==> src/rtl/exu_stage.sv <==
`timescale 1ns/1ps
// Execute stage: operand select, single-cycle ALU and optional radix-2 iterative MUL, result held in an output register.
// Latency 1 cycle (MUL: XLEN+1); outputs hold bit-stable and input is stalled while out_ready is low.

module exu_stage #(
  parameter int XLEN   = 32,
  parameter int RD_W   = 5,
  parameter bit MUL_EN = 1'b1
) (
  input  logic            clk,
  input  logic            rst,
  input  logic            in_valid,
  output logic            in_ready,
  input  logic [3:0]      in_op,
  input  logic            in_op1_sel,
  input  logic [1:0]      in_op2_sel,
  input  logic [XLEN-1:0] in_pc,
  input  logic [XLEN-1:0] in_src1,
  input  logic [XLEN-1:0] in_src2,
  input  logic [XLEN-1:0] in_imm,
  input  logic [RD_W-1:0] in_rd,
  input  logic            in_wen,
  output logic            out_valid,
  input  logic            out_ready,
  output logic [XLEN-1:0] out_wdata,
  output logic [RD_W-1:0] out_rd,
  output logic            out_wen,
  output logic            busy
);

  localparam int SHW = $clog2(XLEN);
  localparam logic [SHW-1:0] CNT_LAST = SHW'(XLEN - 1);

  typedef enum logic [1:0] {S_IDLE, S_BUSY, S_HOLD} state_t;

  typedef struct packed {
    logic [XLEN-1:0] wdata;
    logic [RD_W-1:0] rd;
    logic            wen;
  } res_t;

  state_t          state_q, state_d;
  res_t            res_q, res_d;
  logic [XLEN-1:0] mcand_q, mcand_d;
  logic [XLEN-1:0] mplier_q, mplier_d;
  logic [XLEN-1:0] acc_q, acc_d;
  logic [SHW-1:0]  cnt_q, cnt_d;

  logic [XLEN-1:0] op_a, op_b, alu_res, mul_sum;
  logic [SHW-1:0]  shamt;
  logic            accept, is_mul;

  assign accept    = in_valid & in_ready;
  assign is_mul    = MUL_EN && (in_op == 4'd11);
  assign out_wdata = res_q.wdata;
  assign out_rd    = res_q.rd;
  assign out_wen   = res_q.wen;

  always_comb begin
    op_a = in_op1_sel ? in_pc : in_src1;
    case (in_op2_sel)
      2'b00:   op_b = {{(XLEN-SHW){1'b0}}, in_imm[SHW-1:0]};
      2'b01:   op_b = in_src2;
      2'b10:   op_b = in_imm;
      default: op_b = XLEN'(XLEN / 8);
    endcase
    shamt = op_b[SHW-1:0];
  end

  // Op 11 lands in default: the MUL path bypasses this result entirely.
  always_comb begin
    alu_res = '0;
    case (in_op)
      4'd0:    alu_res = op_a + op_b;
      4'd1:    alu_res = op_a - op_b;
      4'd2:    alu_res = op_a & op_b;
      4'd3:    alu_res = op_a | op_b;
      4'd4:    alu_res = op_a ^ op_b;
      4'd5:    alu_res = op_a << shamt;
      4'd6:    alu_res = op_a >> shamt;
      4'd7:    alu_res = $signed(op_a) >>> shamt;
      4'd8:    alu_res = {{(XLEN-1){1'b0}}, ($signed(op_a) < $signed(op_b))};
      4'd9:    alu_res = {{(XLEN-1){1'b0}}, (op_a < op_b)};
      4'd10:   alu_res = op_b;
      default: alu_res = '0;
    endcase
  end

  always_comb begin
    mul_sum = acc_q + (mplier_q[0] ? mcand_q : '0);
  end

  always_ff @(posedge clk or negedge rst) begin
    if (!rst) begin
      state_q  <= S_IDLE;
      res_q    <= '0;
      mcand_q  <= '0;
      mplier_q <= '0;
      acc_q    <= '0;
      cnt_q    <= '0;
    end else begin
      state_q  <= state_d;
      res_q    <= res_d;
      mcand_q  <= mcand_d;
      mplier_q <= mplier_d;
      acc_q    <= acc_d;
      cnt_q    <= cnt_d;
    end
  end

  always_comb begin
    state_d  = state_q;
    res_d    = res_q;
    mcand_d  = mcand_q;
    mplier_d = mplier_q;
    acc_d    = acc_q;
    cnt_d    = cnt_q;
    case (state_q)
      S_IDLE, S_HOLD: begin
        if (state_q == S_HOLD && out_ready && !in_valid) state_d = S_IDLE;
        if (accept) begin
          res_d.rd  = in_rd;
          res_d.wen = in_wen && (in_rd != '0);
          if (is_mul) begin
            state_d  = S_BUSY;
            mcand_d  = op_a;
            mplier_d = op_b;
            acc_d    = '0;
            cnt_d    = '0;
          end else begin
            state_d     = S_HOLD;
            res_d.wdata = alu_res;
          end
        end
      end
      S_BUSY: begin
        acc_d    = mul_sum;
        mcand_d  = mcand_q << 1;
        mplier_d = mplier_q >> 1;
        cnt_d    = cnt_q + SHW'(1);
        if (cnt_q == CNT_LAST) begin
          res_d.wdata = mul_sum;
          state_d     = S_HOLD;
        end
      end
      default: state_d = S_IDLE;
    endcase
  end

  always_comb begin
    in_ready  = 1'b0;
    out_valid = 1'b0;
    busy      = 1'b0;
    case (state_q)
      S_IDLE: in_ready = 1'b1;
      S_BUSY: busy = 1'b1;
      S_HOLD: begin
        out_valid = 1'b1;
        in_ready  = out_ready;
      end
      default: ;
    endcase
  end

endmodule

==> config.mk <==
export PLATFORM = sky130hd
export DESIGN_NAME = exu_stage
export DESIGN_NICKNAME = d
export VERILOG_FILES = /design/src/rtl/exu_stage.sv
export SDC_FILE = /design/constraint.sdc
export NUM_CORES = 1
export LEC_CHECK = 0
export ABC_CLOCK_PERIOD_IN_PS = 4500
export CAP_MARGIN = 5
export CORE_MARGIN = 2
export CORE_UTILIZATION = 40
export CTS_BUF_LIST = sky130_fd_sc_hd__clkbuf_16
export CTS_CLUSTER_DIAMETER = 80
export DETAILED_ROUTE_END_ITERATION = 8
export SYNTH_ARGS = -nofsm -noshare
export SYNTH_HDL_FRONTEND = slang
export SYNTH_SLANG_ARGS = --single-unit
==> constraint.sdc <==
create_clock -name clk -period 4.5 [get_ports clk]
set_input_delay 0.9 -clock clk [delete_from_list [all_inputs] [get_ports clk]]
set_output_delay 0.9 -clock clk [all_outputs]
set_load 0.05 [all_outputs]
==> results of run 1 <==
==> placed cells by master (no fill, tap or decap), types with 15 or more instances in the layout <==
cell type and count:
clkbuf_16 19, dfrtp_1 141, nor3_1 46, nand3_1 76, inv_1 92, a22o_1 21
xor2_1 15, o211ai_1 45, nand2_1 207, o21a_1 16, nor2_1 275, o21ai_0 163
clkdlybuf4s50_1 180, nand2b_1 15, a21o_1 33, o22ai_1 71, and3_1 18, and2_1 39
mux2_2 27, a31oi_1 23, buf_4 509, a221oi_1 26, a21oi_1 160, mux2i_1 68
xnor2_1 40, a211oi_1 30, a22oi_1 21, ha_1 122
==> cell type report <==
cell class / instances / area, um^2 / share of cell area, %
Inverter: 99 / 372 / 1.56
Antenna cell: 1 / 2.50 / 0.0105
Clock inverter: 15 / 138 / 0.579
Tap cell: 539 / 674 / 2.84
Clock buffer: 17 / 425 / 1.79
Timing Repair Buffer: 712 / 6000 / 25.2
Multi-Input combinational cell: 1862 / 12600 / 53.2
Sequential cell: 141 / 3530 / 14.8
==> kinds of logic (layout without fill, tap and decap cells) <==
| family | Yosys count | after routing | synth area share, % |
|---|---|---|---|
| XOR/XNOR | 55 | 55 | 2.86 |
| AO/OA/AOI/OAI | 797 | 797 | 31.8 |
| adder cells (fa/ha/maj) | 135 | 135 | 10.2 |
| buffers and inverters | 260 | 843 | 6.39 |
| AND/OR/NAND/NOR | 768 | 768 | 20.7 |
| multiplexers | 107 | 107 | 7.19 |
| other | 0 | 1 | 0 |
| flip-flops | 141 | 141 | 20.9 |
==> flip-flops by register name, summed over array words and instances, names as in the netlist <==
signal,flops
mcand_q,32
state_q,2
out_wdata,32
mplier_q,32
out_rd,5
out_wen,1
cnt_q,5
acc_q,32
==> tightest hold or removal path, stage by stage (launching register included) <==
cell and delay (ps):
dfrtp_1 350, nand2_1 50, nand2_1 60
==> cell usage after synthesis (6+ instances only) <==
cell type,n,area (um^2)
clkbuf_1,100,375
a21oi_1,167,836
dfrtp_1,141,3530
a221oi_1,26,228
o21ai_1,8,40.0
a22o_1,22,193
and3_1,18,113
a22oi_1,32,240
nor4_1,9,56.3
and2_1,39,244
nor2_1,277,1040
nand4_1,14,87.6
or2_2,7,43.8
inv_2,6,22.5
nor3_1,52,260
xor2_1,15,131
o221a_2,14,158
nand2_1,208,781
a211oi_1,33,248
buf_2,32,160
nand2b_1,16,100
o22ai_1,71,444
o221ai_1,14,123
o21bai_1,10,75.1
nand3_1,77,385
o31ai_1,12,90.1
buf_1,21,78.8
a221o_1,6,60.1
mux2_2,27,304
o2111ai_1,10,87.6
o21a_1,16,120
mux2i_1,68,681
a2111oi_0,9,78.8
or3_1,9,56.3
nor2b_1,16,100
o21ai_0,167,836
o211ai_1,45,338
a31oi_1,25,156
ha_1,132,1650
xnor2_1,40,350
a21o_1,34,255
o311ai_0,10,87.6
inv_1,92,345
==> timing repair <==
| action | 4_1_cts | 5_1_grt |
|---|---|---|
| cloned | 0 | 2 |
| pin swaps | 0 | 26 |
| setup endpoints to repair | 17 | 16 |
| buffers inserted | 0 | 8 |
| gates resized for setup | 13 | 66 |
==> metrics by stage <==
stage,std cells,setup TNS [ps]
after detailed placement,3343,-14360
after CTS,3375,0
final,3386,0
after floorplan,2263,0
after global routing,3385,0
after global placement,3343,-13090
==> layer usage <==
| metal | vias up | track usage (%) | wire length [um] |
|---|---|---|---|
| li1 | 9490 | - | - |
| met4 | 0 | 16.9 | 4120 |
| met2 | 1230 | 62.9 | 39400 |
| met5 | - | 0 | 0 |
| met3 | 173 | 6.93 | 8610 |
| met1 | 10300 | 56.1 | 38700 |
==> worst max path at each step <==
stage               depth (start not counted)     startpoint  slack [ps]            end
floorplan                                  18  in_op2_sel[0]           9  out_wdata[20]
global placement                           19  in_op2_sel[0]        -840  out_wdata[10]
detailed placement                         17  in_op2_sel[0]        -930  out_wdata[10]
CTS                                        16  in_op2_sel[1]           2  out_wdata[10]
global route                               18  in_op2_sel[0]         130  out_wdata[29]
finish                                     15      in_imm[0]         220  out_wdata[30]
==> where the power goes <==
group | internal, uW | total [uW] | switching [uW]
logic | 2380 | 5660 | 3280
clock network | 766 | 1420 | 652
registers | 1770 | 2120 | 356
total | 4910 | 9200 | 4290
==> summary.txt, run 1 <==
Power and ir drop
  – Total chip power: 9200 uW
  – Pleak: 0.0108 uW
  – Maximum vdd ir drop: 0.287 mV
  – P per Cell Area: 387 nW/um^2

Setup path
  – Sum of buffers and inverters on the critical path: 2
  – FF-to-FF setup slack: 540 ps
  – Cell family with most CP delay: compound AO/OA/AOI/OAI gates
  – Crit end category: register
  – WP data required: 4840 ps
  – Reg2Reg Launch Point: mcand_q[0]
  – Worst r2r path cells: 13
  – Setup Crit Path Kind: input port to register
  – Crit start category: input port
  – End of the worst register-to-register path: out_wdata[30]
  – Worst path cell trace: clkdlybuf4s50_1, nand2b_1, nand2_4, ha_2, fa_2, o21ba_2, or4_4, a31oi_4, o21ai_2, buf_4, o31ai_4, nor3_2, a2111oi_2, a22oi_1, a221o_1
  – CP max stage cell: clkdlybuf4s50_1
  – Max stage delay on crit path: 470 ps
  – Worst-path maximum fanout: 5
  – Worst EP arrival: 4620 ps

Final layout
  – Synth-to-layout area growth: 41.0%
  – Layout Nets: 3113
  – Final Cell Area: 23800 um^2
  – Fill cells: 3956
  – Final core utilization: 56.9%
  – Share of post-route cells with drive strength above 1: 25.6%

Placed design
  – Number of port buffers: 185
  – Final HPWL DP: 73.0 mm
  – Setup slack at placement: -933 ps
  – GP Congestion: 1.03
  – Post-DP Area: 22700 um^2

Run status
  – Status: finished, final reports clean

Timing
  – Least-Margin Pin Slew: 1010 ps
  – Final WS setup: 216 ps
  – Worst hold margin: 490 ps
  – RSZ-0062 raised after global routing: false
  – Fin. Hold Viols: 0
  – Worst slew margin: 32.7%
  – Tcrit/Tclk final: 95.2%
  – Slew Limit Fails: 0
  – Final setup fails: 0
  – Min cycle time layout: 4280 ps
  – Clk_skew: 19.1 ps
  – Achievable Freq: 233 MHz

Clocking
  – Root Buffer: clkbuf_16
  – Worst-Skew Late Latency: 460 ps
  – Clock buffer count from CTS: 17
  – H-Tree Depth: 4
  – Max clock buf depth: 2
  – Total clock sinks: 141
  – Hold buffer count at cts: 0
  – Clock slew at reported path FFs: 70 ps
  – CTS tree: done

Global routing
  – Vias in the first global route: 20.4k
  – All-Layer GR Usage: 40.7%
  – Largest net degree at the start of global routing: 97
  – Remaining Overflow, GRT: 0
  – Initial antenna violation count: 3
  – First-pass GRT wire length: 132 mm

Route
  – Final WL: 90.8 mm
  – Via density per instance: 6.26
  – Total iterations of the first detailed-routing run: 6
  – Detailed Route Iter0 Violations: 2736
  – # DRC: 0
  – ANT nets after route: 0
  – DR WL/cell: 26.8 um
  – Vias: 21.2k

Worst hold path
  – Hold crit path type: register to register
  – Hold path start: acc_q[7]
  – Worst hold endpoint: acc_q[7]
  – Hold Path Depth: 2

Die
  – Die Wd: 209 um
  – Initial Util: 40.4%
  – DIE HEIGHT: 209 um
  – Core ar.: 41800 um^2
  – Die ar.: 43800 um^2
  – # IOs: 186
  – Row Count: 75

Yosys
  – EDFF count, synth: 0
  – Leading register cell type out of synthesis: dfrtp_1
  – Mapped Cells: 2263
  – Synthesized area per cell: 7.45 um^2
  – Seq cells post-synth: 141
  – Mapped cell area: 16900 um^2
  – Ys async rst share: 100%
  – Sequential-to-total area share from yosys stat: 20.9%
  – YS warnings: 0
  – Post-synth net total: 2543
  – Unique masters post-synth: 97

Flow run
  – Max Cap Viol: 0
Note: power is estimated with default switching activity, not from simulation.
==> run 2, diff against run 1 <==
- SLEW_MARGIN: default -> 10
==> results of run 2 <==
Final layout, timing and power as in run 1 (identical DEF).
